### config.mk
export PLATFORM = sky130hd
export DESIGN_NAME = multi_skewed_sync
export DESIGN_NICKNAME = d
export VERILOG_FILES = /design/src/rtl/skew_sync_pkg.sv /design/src/rtl/skew_sync_lane.sv /design/src/rtl/multi_skewed_sync.sv
export SDC_FILE = /design/constraint.sdc
export NUM_CORES = 1
export LEC_CHECK = 0
export BUFFER_PORTS_ARGS = -buffer_cell sky130_fd_sc_hd__buf_2
export CORE_AREA = 2 2 39 41
export CTS_CLUSTER_SIZE = 28
export DETAILED_ROUTE_END_ITERATION = 6
export DIE_AREA = 0 0 41 43
export PLACE_DENSITY = 0.69
export SYNTH_ARGS = -nofsm -noshare
export SYNTH_HDL_FRONTEND = slang
export SYNTH_SLANG_ARGS = --single-unit
### constraint.sdc
create_clock -name clk -period 1.5 [get_ports clk]
set_input_delay 0.075 -clock clk [delete_from_list [all_inputs] [get_ports clk]]
set_output_delay 0.075 -clock clk [all_outputs]
set_load 0.01 [all_outputs]
### src/rtl/skew_sync_pkg.sv
// Shared types and constants for the multi_skewed_sync block.
//   skew_mode_t : SYNC maximises 1-overlap with the reference channel,
//                 DESYNC minimises it.
//   DEP_MAX     : largest supported per-lane counter width.
package skew_sync_pkg;

   typedef enum logic {
      SYNC   = 1'b0,
      DESYNC = 1'b1
   } skew_mode_t;

   localparam int unsigned DEP_MAX = 8;

endpackage

### src/rtl/skew_sync_lane.sv
// One non-reference lane of multi_skewed_sync: a DEP-bit saturating
// store counter plus the decision logic that delays or releases 1s to
// line them up with (SYNC) or away from (DESYNC) the reference stream.
// Ports:
//   clk     : clock, rising edge
//   rst     : asynchronous active-high reset, clears the counter
//   en_i    : stream advance; low holds the counter and passes in_i through
//   flush_i : drain stored 1s regardless of the reference
//   in_i    : lane input bit
//   ref_i   : reference channel bit
//   out_o   : adjusted lane bit (combinational)
//   sat_o   : store request hit a full counter (combinational)
module skew_sync_lane
   import skew_sync_pkg::*;
#(
   parameter int unsigned DEP  = 2,
   parameter skew_mode_t  MODE = SYNC
) (
   input  logic clk,
   input  logic rst,
   input  logic en_i,
   input  logic flush_i,
   input  logic in_i,
   input  logic ref_i,
   output logic out_o,
   output logic sat_o
);

   logic [DEP-1:0] cnt_q;
   logic [DEP-1:0] cnt_d;
   logic           full;
   logic           empty;
   logic           store;
   logic           drain;

   assign full  = &cnt_q;
   assign empty = (cnt_q == '0);

   // store: a lane 1 that should be held back; drain: a slot where a held 1
   // can be emitted. The two modes differ only in the reference polarity.
   assign store = (MODE == SYNC) ? ( in_i & ~ref_i) : ( in_i &  ref_i);
   assign drain = (MODE == SYNC) ? (~in_i &  ref_i) : (~in_i & ~ref_i);

   always_comb begin
      cnt_d = cnt_q;
      out_o = in_i;
      sat_o = 1'b0;
      if (en_i) begin
         if (flush_i) begin
            if (in_i) begin
               out_o = 1'b1;
            end else if (!empty) begin
               out_o = 1'b1;
               cnt_d = cnt_q - DEP'(1);
            end else begin
               out_o = 1'b0;
            end
         end else if (store) begin
            if (!full) begin
               out_o = 1'b0;
               cnt_d = cnt_q + DEP'(1);
            end else begin
               out_o = 1'b1;
               sat_o = 1'b1;
            end
         end else if (drain) begin
            if (!empty) begin
               out_o = 1'b1;
               cnt_d = cnt_q - DEP'(1);
            end else begin
               out_o = 1'b0;
            end
         end
      end
   end

   always_ff @(posedge clk or posedge rst) begin
      if (rst) begin
         cnt_q <= '0;
      end else begin
         cnt_q <= cnt_d;
      end
   end

endmodule

### src/rtl/multi_skewed_sync.sv
// Multi-channel stochastic bitstream skew adjuster. Channel 0 is the
// reference and passes through; channels 1..CH-1 each get a
// skew_sync_lane that correlates (SYNC) or decorrelates (DESYNC) them
// with the reference.
// Ports:
//   clk     : clock, rising edge
//   rst     : asynchronous active-high reset
//   en      : stream advance; low = stall
//   flush   : drain stored 1s regardless of the reference
//   in      : CH input bitstreams, bit 0 = reference
//   out     : CH adjusted bitstreams
//   out_vld : out holds a valid stream bit (mirrors en)
//   sat     : per-lane saturation pulse, bit 0 always 0
// Build option: define MULTI_SKEWED_SYNC_OUT_REG_EN to register out, sat
// and out_vld (1-cycle latency); otherwise they are combinational.
module multi_skewed_sync
   import skew_sync_pkg::*;
#(
   parameter int unsigned CH   = 3,
   parameter int unsigned DEP  = 2,
   parameter skew_mode_t  MODE = SYNC
) (
   input  logic          clk,
   input  logic          rst,
   input  logic          en,
   input  logic          flush,
   input  logic [CH-1:0] in,
   output logic [CH-1:0] out,
   output logic          out_vld,
   output logic [CH-1:0] sat
);

   logic [CH-1:0] out_d;
   logic [CH-1:0] sat_d;
   logic          vld_d;

   assign out_d[0] = in[0];
   assign sat_d[0] = 1'b0;
   assign vld_d    = en;

   for (genvar i = 1; i < CH; i++) begin : g_lane
      skew_sync_lane #(
         .DEP  (DEP),
         .MODE (MODE)
      ) u_lane (
         .clk     (clk),
         .rst     (rst),
         .en_i    (en),
         .flush_i (flush),
         .in_i    (in[i]),
         .ref_i   (in[0]),
         .out_o   (out_d[i]),
         .sat_o   (sat_d[i])
      );
   end

`ifdef MULTI_SKEWED_SYNC_OUT_REG_EN
   logic [CH-1:0] out_q;
   logic [CH-1:0] sat_q;
   logic          vld_q;

   always_ff @(posedge clk or posedge rst) begin
      if (rst) begin
         out_q <= '0;
         sat_q <= '0;
         vld_q <= 1'b0;
      end else begin
         out_q <= out_d;
         sat_q <= sat_d;
         vld_q <= vld_d;
      end
   end

   assign out     = out_q;
   assign sat     = sat_q;
   assign out_vld = vld_q;
`else
   assign out     = out_d;
   assign sat     = sat_d;
   assign out_vld = vld_d;
`endif

endmodule

## Word-level counts from Yosys, hierarchy flattened

Cells that the tools add are included.
W data, S select, Z words.

- Bits in registers: 4
- Latch bits: 0
- Bits of input ports: 7
- Bits in read-only memories: 0
- Output and inout bits: 7
- Memories: 0
- Memory bits (writable): 0

- $mul: 0
- Shift operators: 0
- Reductions and logical operators: 8
- Add/sub/neg operators: 4
- Mux-type cells: 32
- Bitwise operators: 7
- Equal/unequal tests: 4
- $lt $le $gt $ge: 0
- Div/mod/pow operators: 0

Operators by type and width:

| kind | count |
|---|---|
| $mux W2 | 12 |
| $mux W1 | 20 |
| $reduce_and A4 Y1 | 2 |
| $ne A3 B3 Y1 const B | 2 |
| $reduce_bool A3 Y1 | 2 |
| $add A2 B1 Y2 const B | 2 |
| $and A1 B1 Y1 | 4 |
| $logic_not A2 Y1 | 2 |
| $ne A2 B2 Y1 const B | 2 |
| $reduce_and A2 Y1 | 2 |
| $sub A2 B1 Y2 const B | 2 |
| $not A1 Y1 | 3 |

## Depth between registers and ports, before layout

- Depth after elaboration: 6
- Gate-level depth with buffers: 6

## Modules after synthesis

From an unflattened synthesis, not the netlist that was laid out.

- Cell total of the unflattened synthesis: 64
- Area, all modules: 486.7 um^2

Modules (own cells, without submodules):

| module | area each (um^2) | sequential area each (um^2) | cells an instance | times used |
|---|---|---|---|---|
| skew_sync_lane | 230.2 | 50.0 | 30 | 2 |
| multi_skewed_sync | 26.3 | 0.0 | 4 | 1 |

## Worst setup path after synthesis

No wires, ideal clock.

- Path kind: reg-to-reg
- From: register g_lane[1].u_lane.cnt_q[0]
- To: register g_lane[1].u_lane.cnt_q[1]
- Slack: 0.272 ns
- Required time: 1.401 ns
- Cell stages (with the launch flop): 5
- Arrival time: 1.128 ns
- Clock period less this slack: 1.228 ns
- Setup time: 0.099 ns
- Cells stage by stage: dfrtp_1 > inv_1 > ha_1 > and4b_2 > a311oi_1

- Cells in the longest elaborated chain, start to end: 5
- Elaborated cells between the ends (all ways): 12
- Those cells by class: add/sub: 2; eq/ne: 1; mux: 6; reduce/logical: 3

RTL lines:

| element | line | source |
|---|---|---|
| start: declaration | skew_sync_lane.sv:29 | `logic [DEP-1:0] cnt_q;` |
| start signal: assignment | skew_sync_lane.sv:81 | `cnt_q <= cnt_d;` |
| $sub A2 B1 Y2 or $logic_not A2 Y1 (tied branches) | skew_sync_lane.sv:54, skew_sync_lane.sv:69, skew_sync_lane.sv:37 |  |
| $mux W2 | skew_sync_lane.sv:52, skew_sync_lane.sv:67 |  |
| $mux W2 | skew_sync_lane.sv:66 | `end else if (drain) begin` |
| $mux W2 | skew_sync_lane.sv:58 | `end else if (store) begin` |
| $mux W2 | skew_sync_lane.sv:49 | `if (flush_i) begin` |

Several ways; a longest one is shown, not always the timed one. The select of a mux whose other input is x is not followed.
A chain may end at the register's enable or synchronous reset.

## Final worst setup path

Same ends and word-level chain as after synthesis.

==> out/results.txt <==
Clk pwr share = 21.1%
crit path cell chain = ha_1 -> nor2b_1 -> nand3_1 -> a311oi_1
adder-cell share of the synthesized area = 19.61%
Post-DP HPWL = 754.1 µm
min-delay src = in[1]
Final min period = 1373 ps
first-pass GRT wire length = 1476 µm
run status = finished clean
largest net degree at the start of global routing = 11
setup_tns = 0 ps
Hold EP = g_lane[1].u_lane.cnt_q[0]
Syn. warnings = 0
Avg Synthesized Cell Area = 8.652 µm²
Psw = 232.6 µW
I/O pins = 14
post-synthesis mux area share = 0%
main flop type after synthesis = dfrtp_1
Power Internal = 372.0 µW
die area = 1763 µm²
Pleak = 0.2940 nW
Worst path max stage delay = 430 ps
Min-Delay Path Depth = 3
Worst setup SP type = register
drt first pass iters = 4
clk slew on worst S/H paths = 30 ps
WP buf/inv = 0
flip-flop and latch count after synthesis = 4
pwr dens = 1044 nW/µm²
VDD IR max = 0.5582 mV
syn_nets = 74
Routability Congestion = 0.7836
core area = 1384 µm²
clock sink count = 4
reg2reg setup slack = 130 ps
final routed DRC violation total = 0
fin crit share = 91.55%
Cells after Synth = 59
biggest regs = g_lane.u_lane.cnt_q: 4 flops
Post-synth ARST share = 100.0%
Max stage delay cell, worst path = dfrtp_2
Final Worst Setup Slack = 126.8 ps
IO Port Bufs = 12
Max Cap Violations = 0
Seq pwr share = 32.2%
critical path class = register to register
H-Tree Depth = 1
max-slew violations = 0
XOR/XNOR Fraction of Synth Area = 0%
RR Startpoint = g_lane[1].u_lane.cnt_q[0]
Distinct cells, synth = 27
Die Span Y = 43 µm
initial antenna violation count = 0
Detailed Route Iter0 Violations = 6
compound-cell area share of the yosys netlist = 22.30%
CP endpoint kind = register
n_diodes = 0
Seq/Total Area, Yosys = 19.61%
combinational share of power = 46.7%
Post-Synth Simple-Gate Area = 20.83%
Post-Place Worst Slack = 96.35 ps
Starting Density = 36.89%
main combinational cell family by area after synthesis = compound AO/OA/AOI/OAI gates
clk_skew = 0.01613 ps
Largest register FFs = 4
Total GRT Usage = 12.13%
r2r endpoint = g_lane[1].u_lane.cnt_q[1]
number of flops mapped to enable cells by yosys = 0
most frequent cells in the layout = 12 x buf_2, 8 x inv_1, 8 x ha_1
Final ANT Viol Nets = 0
Root Buffer = clkbuf_4
cells on worst reg2reg path = 4
remaining global-route overflow = 0
Top delay family on crit path = flip-flops
fillers = 150
routed vias/inst = 5.035
Sw Ratio = 38.47%
critical path arrival = 1490 ps
Worst-Skew Late Latency = 230 ps
Max Clk Rate = 728.2 MHz
Post-layout nets = 86
Final Setup Violations = 0
CTS buffer count = 3
Clock Tree Buf Depth = 2
WL/cell = 11.02 µm
CTS tree = done
hold crit path type = primary input to register
Largest Register = g_lane.u_lane.cnt_q
Syn Std Cell Area = 510.5 µm²
worst endpoint required time = 1620 ps
Die X = 41 µm
vias in the first global route = 387
Routed WL = 937 µm
share of post-route cells with drive strength above 1 = 34.78%
endpoints failing hold = 0
Rows = 14
Max FO, Critical Path = 5
DR vias = 428
most common cell after layout, fill and taps aside = buf_2
RSZ-0062 raised after global routing = false
area delta synth->final = 13.48%
==> power by group through the flow <==
stage / logic, mW / clock network [mW] / registers (mW)
6_report: 0.282 / 0.128 / 0.195
5_1_grt: 0.332 / 0.147 / 0.204
4_1_cts: 0.268 / 0.132 / 0.195
3_5_place_dp: 0.266 / 0 / 0.197
3_3_place_gp: 0.259 / 0 / 0.193
2_1_floorplan: 0.210 / 0 / 0.185
==> how the worst max path moves through the flow <==
| stage | startpoint | to | cells past startpoint |
|---|---|---|---|
| after CTS | g_lane[1].u_lane.cnt_q[0] | out[1] | 5 |
| final | g_lane[1].u_lane.cnt_q[0] | g_lane[1].u_lane.cnt_q[1] | 4 |
| after global routing | g_lane[1].u_lane.cnt_q[0] | g_lane[1].u_lane.cnt_q[1] | 4 |
| after floorplan | g_lane[1].u_lane.cnt_q[0] | g_lane[1].u_lane.cnt_q[1] | 4 |
| after detailed placement | g_lane[1].u_lane.cnt_q[0] | g_lane[1].u_lane.cnt_q[1] | 4 |
| after global placement | g_lane[1].u_lane.cnt_q[0] | g_lane[1].u_lane.cnt_q[1] | 4 |
==> kinds of logic after synthesis <==
logic type	count (synthesis)
buffers and inverters	16
DFF	4
and+or+nand+nor	14
AOI/OAI and AO/OA	16
other	1
adders and majority gates	8
==> Yosys cell counts (2+ instances only) <==
cell,count,area share [%]
a21oi_1,2,2.0
and4_2,2,3.9
buf_4,7,10
dfrtp_1,4,20
ha_1,8,20
inv_1,9,6.6
nor2_1,3,2.2
nor3_1,2,2.0
o21a_1,2,2.9
o21ai_0,3,2.9
==> layout make-up <==
cell class,instances,area (µm²),share of cell area [%]
clock buffers,3,22.52,3.888
inverters,9,33.78,5.832
multi-input cells,39,324.1,55.94
flip-flops and latches,4,101.3,17.49
well taps,16,20.02,3.456
repair buffers,14,77.57,13.39
==> layer usage <==
layer | global-route usage, % | part of all wire, %
met2 | 19.06 | 48
met4 | 4.000 | 0
met5 | 0 | 0
met3 | 3.141 | 2.2
met1 | 15.46 | 49
==> stage by stage <==
step                      hold slack [ps]  util (%)  cells  instance area (µm²)  power, mW
after global placement             -38.35     38.88     80                538.0     0.4522
final                               181.6     41.86     85                579.3     0.6046
after floorplan                    -158.9         -     59                510.5     0.3959
after global routing                185.8     41.86     85                579.3     0.6832
after CTS                           180.1     41.23     84                570.5     0.5943
after detailed placement           -35.11     38.88     80                538.0     0.4627
==> worst min-delay path: cells and delay by family <==
family                 cells  cell delay (ps)
AO/OA/AOI/OAI              1               70
buffers and inverters      2              220
==> what timing repair did <==
| action | in CTS | in global routing |
|---|---|---|
| endpoints found under the setup margin | 0 | 2 |
| resized for setup | 0 | 2 |
| hold buffers | 1 | 0 |
| hold endpoints to repair | 4 | 0 |
| buffers inserted | 0 | 1 |
Note: power is estimated with default switching activity, not from simulation.
